==> src/rtl/ipsl_expd_apb_pkg.sv <==
// Shared widths, FSM encoding and defaults for the expansion-space APB fan-out.
package ipsl_expd_apb_pkg;

    localparam int ADDR_W    = 16;
    localparam int DATA_W    = 32;
    localparam int STRB_W    = 4;
    localparam int ERR_CNT_W = 16;

    localparam logic [DATA_W-1:0] DEF_ERR_RDATA = 32'hDEAD_BEEF;

    typedef enum logic [1:0] {
        ST_IDLE   = 2'd0,
        ST_ACCESS = 2'd1,
        ST_RESP   = 2'd2,
        ST_REL    = 2'd3
    } apb_state_t;

endpackage

==> src/rtl/ipsl_expd_apb_dec.sv <==
// Priority address decoder: addr[15:12] against a packed nibble table, lowest index wins.
module ipsl_expd_apb_dec #(
    parameter int                   SLV_NUM    = 4,
    parameter logic [4*SLV_NUM-1:0] SLV_NIBBLE = {4'h4, 4'h3, 4'h1, 4'h0}
) (
    input  logic [3:0]         addr_nibble,
    output logic [SLV_NUM-1:0] hit_onehot,
    output logic               hit
);

    logic [SLV_NUM-1:0] match;

    genvar gi;
    generate
        for (gi = 0; gi < SLV_NUM; gi++) begin : g_slv
            assign match[gi] = (addr_nibble == SLV_NIBBLE[4*gi +: 4]);
            // Duplicate table entries resolve to the lowest matching index.
            if (gi == 0) begin : g_first
                assign hit_onehot[gi] = match[gi];
            end else begin : g_rest
                assign hit_onehot[gi] = match[gi] & ~(|match[gi-1:0]);
            end
        end
    endgenerate

    assign hit = |match;

endmodule

==> src/rtl/ipsl_expd_apb_mux_n.sv <==
// Registered APB fan-out with per-access timeout, error response and saturating error counter.
module ipsl_expd_apb_mux_n
    import ipsl_expd_apb_pkg::*;
#(
    parameter int                   SLV_NUM     = 4,
    parameter logic [4*SLV_NUM-1:0] SLV_NIBBLE  = {4'h4, 4'h3, 4'h1, 4'h0},
    parameter int                   TIMEOUT_CYC = 256,
    parameter logic [DATA_W-1:0]    ERR_RDATA   = DEF_ERR_RDATA,
    // Saturation point of the error counter; lowered only to make saturation reachable in short runs.
    parameter logic [ERR_CNT_W-1:0] ERR_CNT_SAT = '1
) (
    input  logic                      i_clk,
    input  logic                      i_rst,
    input  logic                      i_p_sel,
    input  logic                      i_p_ce,
    input  logic                      i_p_we,
    input  logic [STRB_W-1:0]         i_p_strb,
    input  logic [ADDR_W-1:0]         i_p_addr,
    input  logic [DATA_W-1:0]         i_p_wdata,
    output logic                      o_p_rdy,
    output logic [DATA_W-1:0]         o_p_rdata,
    output logic                      o_p_err,
    output logic [SLV_NUM-1:0]        o_slv_p_sel,
    output logic                      o_slv_p_ce,
    output logic                      o_slv_p_we,
    output logic [STRB_W-1:0]         o_slv_p_strb,
    output logic [ADDR_W-1:0]         o_slv_p_addr,
    output logic [DATA_W-1:0]         o_slv_p_wdata,
    input  logic [SLV_NUM-1:0]        i_slv_p_rdy,
    input  logic [DATA_W*SLV_NUM-1:0] i_slv_p_rdata,
    output logic [ERR_CNT_W-1:0]      o_err_cnt
);

    localparam logic [15:0] TMO_LAST = 16'(TIMEOUT_CYC - 1);

    apb_state_t            state_reg, state_next;
    logic [SLV_NUM-1:0]    sel_reg, sel_next;
    logic [ADDR_W-1:0]     addr_reg, addr_next;
    logic [DATA_W-1:0]     wdata_reg, wdata_next;
    logic [STRB_W-1:0]     strb_reg, strb_next;
    logic                  we_reg, we_next;
    logic [DATA_W-1:0]     rdata_reg, rdata_next;
    logic                  err_reg, err_next;
    logic [15:0]           tmo_reg, tmo_next;
    logic [ERR_CNT_W-1:0]  err_cnt_reg, err_cnt_next;

    logic [SLV_NUM-1:0]    dec_onehot;
    logic                  dec_hit;
    logic [DATA_W-1:0]     slv_rdata_sel;
    logic                  slv_rdy_hit;

    ipsl_expd_apb_dec #(
        .SLV_NUM    (SLV_NUM),
        .SLV_NIBBLE (SLV_NIBBLE)
    ) u_dec (
        .addr_nibble (i_p_addr[ADDR_W-1 -: 4]),
        .hit_onehot  (dec_onehot),
        .hit         (dec_hit)
    );

    // Only the selected completer's ready and data are ever looked at.
    assign slv_rdy_hit = |(i_slv_p_rdy & sel_reg);

    always_comb begin
        slv_rdata_sel = '0;
        for (int i = 0; i < SLV_NUM; i++) begin
            if (sel_reg[i]) begin
                slv_rdata_sel = slv_rdata_sel | i_slv_p_rdata[DATA_W*i +: DATA_W];
            end
        end
    end

    always_ff @(posedge i_clk) begin
        if (i_rst) begin
            state_reg   <= ST_IDLE;
            sel_reg     <= '0;
            addr_reg    <= '0;
            wdata_reg   <= '0;
            strb_reg    <= '0;
            we_reg      <= 1'b0;
            rdata_reg   <= '0;
            err_reg     <= 1'b0;
            tmo_reg     <= '0;
            err_cnt_reg <= '0;
        end else begin
            state_reg   <= state_next;
            sel_reg     <= sel_next;
            addr_reg    <= addr_next;
            wdata_reg   <= wdata_next;
            strb_reg    <= strb_next;
            we_reg      <= we_next;
            rdata_reg   <= rdata_next;
            err_reg     <= err_next;
            tmo_reg     <= tmo_next;
            err_cnt_reg <= err_cnt_next;
        end
    end

    always_comb begin
        state_next   = state_reg;
        sel_next     = sel_reg;
        addr_next    = addr_reg;
        wdata_next   = wdata_reg;
        strb_next    = strb_reg;
        we_next      = we_reg;
        rdata_next   = rdata_reg;
        err_next     = err_reg;
        tmo_next     = tmo_reg;
        err_cnt_next = err_cnt_reg;

        case (state_reg)
            ST_IDLE: begin
                if (i_p_sel && i_p_ce) begin
                    addr_next  = i_p_addr;
                    wdata_next = i_p_wdata;
                    strb_next  = i_p_strb;
                    we_next    = i_p_we;
                    sel_next   = dec_onehot;
                    tmo_next   = '0;
                    if (dec_hit) begin
                        state_next = ST_ACCESS;
                    end else begin
                        err_next   = 1'b1;
                        rdata_next = ERR_RDATA;
                        state_next = ST_RESP;
                    end
                end
            end
            ST_ACCESS: begin
                // Ready is checked before the timeout so a last-cycle ready still succeeds.
                if (slv_rdy_hit) begin
                    rdata_next = slv_rdata_sel;
                    err_next   = 1'b0;
                    state_next = ST_RESP;
                end else if (tmo_reg == TMO_LAST) begin
                    rdata_next = ERR_RDATA;
                    err_next   = 1'b1;
                    state_next = ST_RESP;
                end else begin
                    tmo_next = tmo_reg + 16'd1;
                end
            end
            ST_RESP: begin
                if (err_reg && (err_cnt_reg != ERR_CNT_SAT)) begin
                    err_cnt_next = err_cnt_reg + 1'b1;
                end
                state_next = ST_REL;
            end
            ST_REL: begin
                if (!i_p_ce) begin
                    state_next = ST_IDLE;
                end
            end
            default: state_next = ST_IDLE;
        endcase
    end

    assign o_slv_p_sel   = (state_reg == ST_ACCESS) ? sel_reg : '0;
    assign o_slv_p_ce    = (state_reg == ST_ACCESS);
    assign o_slv_p_we    = we_reg;
    assign o_slv_p_strb  = strb_reg;
    assign o_slv_p_addr  = addr_reg;
    assign o_slv_p_wdata = wdata_reg;

    assign o_p_rdy   = (state_reg == ST_RESP);
    assign o_p_rdata = (state_reg == ST_RESP) ? rdata_reg : '0;
    assign o_p_err   = (state_reg == ST_RESP) ? err_reg : 1'b0;
    assign o_err_cnt = err_cnt_reg;

endmodule

==> config.mk <==
export PLATFORM = sky130hd
export DESIGN_NAME = ipsl_expd_apb_mux_n
export DESIGN_NICKNAME = d
export VERILOG_FILES = /design/src/rtl/ipsl_expd_apb_pkg.sv /design/src/rtl/ipsl_expd_apb_dec.sv /design/src/rtl/ipsl_expd_apb_mux_n.sv
export SDC_FILE = /design/constraint.sdc
export NUM_CORES = 1
export LEC_CHECK = 0
export BUFFER_PORTS_ARGS = -buffer_cell sky130_fd_sc_hd__buf_2
export CORE_ASPECT_RATIO = 1.5
export CORE_MARGIN = 3
export CORE_UTILIZATION = 46
export CTS_CLUSTER_DIAMETER = 200
export CTS_CLUSTER_SIZE = 10
export DETAILED_ROUTE_END_ITERATION = 7
export PLACE_DENSITY = 0.88
export REMOVE_ABC_BUFFERS = 1
export SLEW_MARGIN = 40
export SYNTH_ARGS = -nofsm -noshare
export SYNTH_HDL_FRONTEND = slang
export SYNTH_SLANG_ARGS = --single-unit
==> constraint.sdc <==
create_clock -name i_clk -period 2.3 [get_ports i_clk]
set_input_delay 0.46 -clock i_clk [delete_from_list [all_inputs] [get_ports i_clk]]
set_output_delay 0.46 -clock i_clk [all_outputs]
set_load 0.1 [all_outputs]
==> run metrics, run 1 <==
outcome=finished clean; grt ovf=0; RR Startpoint=state_reg[0]; CP Launch Type=flop; Via Count=6,571; worst-margin pin slew=616 ps; vias per inst=5.57; Max IR drop VDD=0.000429 V; Routed Antenna Nets=0; 1st-pass router iterations=5; Die Area=14,300 um^2; power per cell area=936 nW/um^2; # rows=50; number of global-route vias before repair=6,392; initial antenna violation count=1; post_cts resized=0; worst r2r dst=tmo_reg[7]; gpl congestion=0.941; aggregate global-route resource usage=27.0%; most frequent cells in the layout=buf_2 (257), nand2_1 (129), dfxtp_1 (124), a21oi_1 (79), a22oi_1 (66); Initial DRC Count=325; pin count of the biggest net entering global routing=65; first-pass GRT wire length=31.4 mm; Pwr Total=8.18 mW; Final setup viols=0; period utilization=93.8%; CTS tree=done; RSZ-0062 raised after global routing=no; EDFF count, synth=0; Crit Path Max Fanout=35; Ys Warns=0; crit path launch=state_reg[0]; CTS Sinks=124; die width=98.7 um; Slew Limit Fails=0; post-synthesis sequential area ratio=41.9%; Root Buffer=clkbuf_16; Final Hold Viols=0; path depth of the worst reg2reg path=8; detailed-placement wirelength estimate=14.8 mm; mean post-synth cell area=8.08 um^2; Post-CTS Hold Fix Bufs=0; reg-to-reg slack, setup=150 ps; # nets final=1,205; Cells after DPL=1,147; Die Y=145 um; clk_skew=6.20 ps; post-synth cell types=49; crit end category=primary output; Cell Count, Final, Fillers Out=1,180; Clk Latency, worst-skew pair=410 ps; crit path capture=o_p_rdata[25]; Async SR Flop Fraction=0%; clock buffer depth=2; clk slew on worst S/H paths=60 ps; Wirelength per Cell=16.7 um; cts bufs inserted=17; postcts setup bufs=0; # DRC=0; Synth Flop Type=dfxtp_1; crit path DAT=1700 ps; number of I/O port buffers=296; Worst Hold Class=primary input to flop; Post-Syn Area=5930 um^2; H-Tree Depth=4; Tmin final=2160 ps; leakage dissipation=3.74 nW; Setup CP Type=flop to primary output; Post-Syn Instances=734; critical path data required time=1840 ps; commonest non-fill, non-tap cell in the layout=buf_2; max-cap check violation count=0; Max Freq=0.464 GHz; core area=12,600 um^2; starting density of the core=47.2%; Relative slew margins=58.9%; P&R area growth vs syn=47.4%; IO Pins=297; layout cells sized above 1=35.3%; flops & latches, synth=124; HP Start=i_p_wdata[3]; DRT Wirelength=19.7 mm
-- kinds of logic (layout without fill, tap and decap cells) --
logic type | Yosys count | count (layout) | synth area share (%)
and+or+nand+nor | 337 | 337 | 29.2
AOI/OAI and AO/OA | 183 | 183 | 20.1
DFF | 124 | 124 | 41.9
buffers and inverters | 65 | 354 | 4.70
xor gates and xnor gates | 16 | 16 | 2.36
adders and majority gates | 6 | 6 | 1.27
muxes | 3 | 3 | 0.527
other | 0 | 1 | 0
-- cell type report --
cell class              count  area, um^2
diodes                      1        2.50
repair buffers            316        2250
fillers                   997        3830
clock buffers              17         425
inverters                   6        22.5
clock inverters            15         179
well taps                 156         195
multi-input cells         545        3180
flip-flops and latches    124        2480
-- per-layer routing --
layer / routed length [um] / GRT usage [%] / up-vias
met5: 0 / 0 / -
met4: 837 / 13.7 / 0
met3: 1630 / 8.47 / 58
met2: 9960 / 46.2 / 319
met1: 7310 / 29.7 / 3022
li1: - / - / 3172
-- how the worst min path moves through the flow --
stage,end,slack [ps],cells after the start
final,o_slv_p_wdata[3],280,3
after global routing,o_slv_p_wdata[17],280,3
after CTS,o_slv_p_wdata[3],270,3
after detailed placement,o_slv_p_strb[3],440,2
after global placement,o_slv_p_we,440,2
after floorplan,state_reg[1],460,2
-- where the power goes --
| part | internal (mW) | total (mW) | leakage [nW] | switching (mW) |
|---|---|---|---|---|
| Sequential | 2.39 | 2.51 | 1.01 | 0.118 |
| Combinational | 0.841 | 2.94 | 2.43 | 2.10 |
| Clock | 1.64 | 2.73 | 0.297 | 1.09 |
-- worst max-delay path, cell delays in order (launching register included) --
cell and delay, ps:
dfxtp_1 330, inv_1 110, ha_1 210, buf_12 190
and2_1 230, buf_12 190
-- stage by stage --
step           cell area, um^2  worst slack [ps]  hold slack (ps)  setup TNS [ps]  utilization [%]
4_1_cts                   8740              40.1              270               0             69.5
2_1_floorplan             5670             -1200              459          -72200                -
3_5_place_dp              8130               171              443               0             64.7
3_3_place_gp              8130               255              439               0             64.7
6_report                  8740               143              285               0             69.5
5_1_grt                   8740             0.577              284               0             69.5
-- cell usage after synthesis (all sizes together), types with 2 or more instances --
master / number / share of area (%)
a211oi: 3 / 0.38
a21o: 9 / 1.1
a21oi: 80 / 6.8
a22o: 2 / 0.30
a22oi: 66 / 8.4
and2: 37 / 3.9
and3: 3 / 0.32
and4: 29 / 4.3
buf: 14 / 1.5
clkbuf: 45 / 2.8
dfxtp: 124 / 42
ha: 6 / 1.3
inv: 6 / 0.38
mux2i: 2 / 0.34
nand2: 129 / 8.2
nand2b: 3 / 0.32
nand3: 14 / 1.2
nand4: 12 / 1.3
nand4b: 4 / 0.59
nor2: 53 / 3.4
nor3: 25 / 2.1
nor3b: 9 / 1.1
nor4: 4 / 0.63
o211ai: 4 / 0.59
o21ai: 7 / 0.65
o31ai: 4 / 0.51
or3: 4 / 0.42
or4: 7 / 0.89
xnor2: 4 / 0.59
xor2: 12 / 1.8
Power figures use the tool's default switching activity.
==> run 2, diff against run 1 <==
--- a/config.mk
+++ b/config.mk
@@ -7,12 +7,12 @@
 export LEC_CHECK = 0
 export BUFFER_PORTS_ARGS = -buffer_cell sky130_fd_sc_hd__buf_2
 export CORE_ASPECT_RATIO = 1.5
-export CORE_MARGIN = 3
+export CORE_MARGIN = 8
 export CORE_UTILIZATION = 46
 export CTS_CLUSTER_DIAMETER = 200
 export CTS_CLUSTER_SIZE = 10
 export DETAILED_ROUTE_END_ITERATION = 7
-export PLACE_DENSITY = 0.88
+export PLACE_DENSITY = 0.76
 export REMOVE_ABC_BUFFERS = 1
 export SLEW_MARGIN = 40
 export SYNTH_ARGS = -nofsm -noshare
==> run metrics, run 2 (synthesis gave the netlist of run 1 again) <==
worst-margin pin slew=525 ps (-91.1 ps); Die Area=16,900 um^2 (+18%); most frequent CP cell=buf_12; CTS Sinks=124 (unchanged); commonest non-fill, non-tap cell in the layout=buf_2; postcts setup bufs=0 (unchanged); Cell Count, Final, Fillers Out=1,183 (+0.25%); Fillers=1,085 (+8.8%); Via Count=6,468 (-1.6%); Final Hold Viols=0 (unchanged); path depth of the worst reg2reg path=7 (-1); number of I/O port buffers=296 (unchanged); grt ovf=0 (unchanged); Cells after DPL=1,149 (+0.17%); initial antenna violation count=3 (+2); first-pass GRT wire length=32.4 mm (+3.1%); period utilization=95.4% (+1.6 points); # rows=51 (+2.0%); P&R area growth vs syn=47.5% (about the same); Crit Path Max Fanout=34 (-2.9%); H-Tree Depth=4 (unchanged); crit end category=primary output; max-cap check violation count=0 (unchanged); number of global-route vias before repair=6,337 (-0.86%); Clk Latency, worst-skew pair=410 ps (about the same); clk_skew=8.49 ps (+2.30 ps); Initial DRC Count=361 (+11%); post_cts resized=0 (unchanged); Cell Chain, Critical Path=inv_1 > ha_1 > buf_12 > and2_1 > buf_12; CP Launch Type=flop; pre-CTS setup slack=173 ps (+2.29 ps); outcome=finished clean; leakage dissipation=3.73 nW (-0.20%); clock buffer depth=2 (unchanged); Routed Antenna Nets=0 (unchanged); power per cell area=935 nW/um^2 (about the same); RSZ-0062 raised after global routing=no; DP Area=8120 um^2 (-0.20%); Finished Core Util=68.5% (-0.99 points); Relative slew margins=65.2% (+6.3 points); core area=12,800 um^2 (+1.5%); Max Freq=0.456 GHz (-1.7%); worst stage delay on the critical path=330 ps (about the same); crit path DAT=1730 ps (+30 ps); layout cells sized above 1=35.1% (-0.16 points); die width=109 um (+10%); # nets final=1,204 (-0.083%); Slew Limit Fails=0 (unchanged); Die Y=155 um (+6.9%); Post-CTS Hold Fix Bufs=0 (unchanged); Setup CP Type=flop to primary output; M3 GR Usage=7.58% (-0.89 points); area occupied by multi-input gates=3190 um^2 (+0.20%); Seq. cell area=2480 um^2 (unchanged); DRT Wirelength=21.6 mm (+9.3%); cts bufs inserted=17 (unchanged); Max IR drop VDD=0.000448 V (+4.4%); Root Buffer=clkbuf_16; aggregate global-route resource usage=24.6% (-2.4 points); reg-to-reg slack, setup=250 ps (+100 ps); starting density of the core=46.5% (-0.69 points); 1st-pass router iterations=5 (unchanged); Most Used Layer, Global Route=met2; met1 Track Usage GR=25.7% (-3.9 points); CP max stage cell=dfxtp_1; detailed-placement wirelength estimate=16.5 mm (+11%); clk slew on worst S/H paths=60 ps (about the same); Final setup viols=0 (unchanged); # DRC=0 (unchanged); Sum Neg Setup Slack=0 ps (unchanged); Worst Hold Class=primary input to flop; met2 global-route usage=43.3% (-2.9 points); final worst slack=105 ps (-37.9 ps); gpl congestion=0.957 (+1.8%); Min-Delay Path Depth=3 (unchanged); CTS tree=done; critical path data required time=1840 ps (about the same); IO Pins=297 (unchanged); pin count of the biggest net entering global routing=65 (unchanged); Wirelength per Cell=18.2 um (+9.0%); Tmin final=2190 ps (+37.9 ps); vias per inst=5.47 (-1.8%); Final Instance Area=8750 um^2 (about the same); most frequent cells in the layout=buf_2 (256), nand2_1 (129), dfxtp_1 (124), a21oi_1 (79), a22oi_1 (66)
## run 2: layout make-up
class                           instances  share of cell area [%]
Multi-Input combinational cell        545                    36.4
Sequential cell                       124                    28.4
Timing Repair Buffer                  315                    25.6
Clock buffer                           17                    4.86
Tap cell                              159                    2.27
Clock inverter                         15                    2.15
Inverter                                6                   0.257
Antenna cell                            2                  0.0572
## run 2: final timing paths
check / from / to
setup / recovery: state_reg[0] / o_p_rdata[21]
hold / removal: i_p_addr[7] / o_slv_p_addr[7]
setup reg to reg: tmo_reg[0] / rdata_reg[13]
hold reg to reg: o_slv_p_addr[8] / o_slv_p_addr[8]
## run 2: where the power goes
group	switching, mW	internal (mW)
registers	0.117	2.39
logic	2.09	0.823
clock network	1.03	1.72
## run 2: stage by stage
| stage | total power [mW] | hold WS, ps |
|---|---|---|
| after detailed placement | 5.46 | 444 |
| after global routing | 8.55 | 282 |
| after floorplan | 4.49 | 459 |
| final | 8.18 | 281 |
| after global placement | 5.41 | 439 |
| after CTS | 8.22 | 268 |
## run 2: worst max-delay path: cells and delay by family (launching register included)
kind / cells / cell delay [ps]
simple gates: 1 / 230
fa+ha+maj: 1 / 240
flops: 1 / 330
buf+inv: 3 / 500
## run 2: metal layers
layer,vias to the layer above,wire length (um)
met5,-,8
met2,270,11000
li1,3180,-
met1,2974,8050
met4,2,729
met3,42,1820
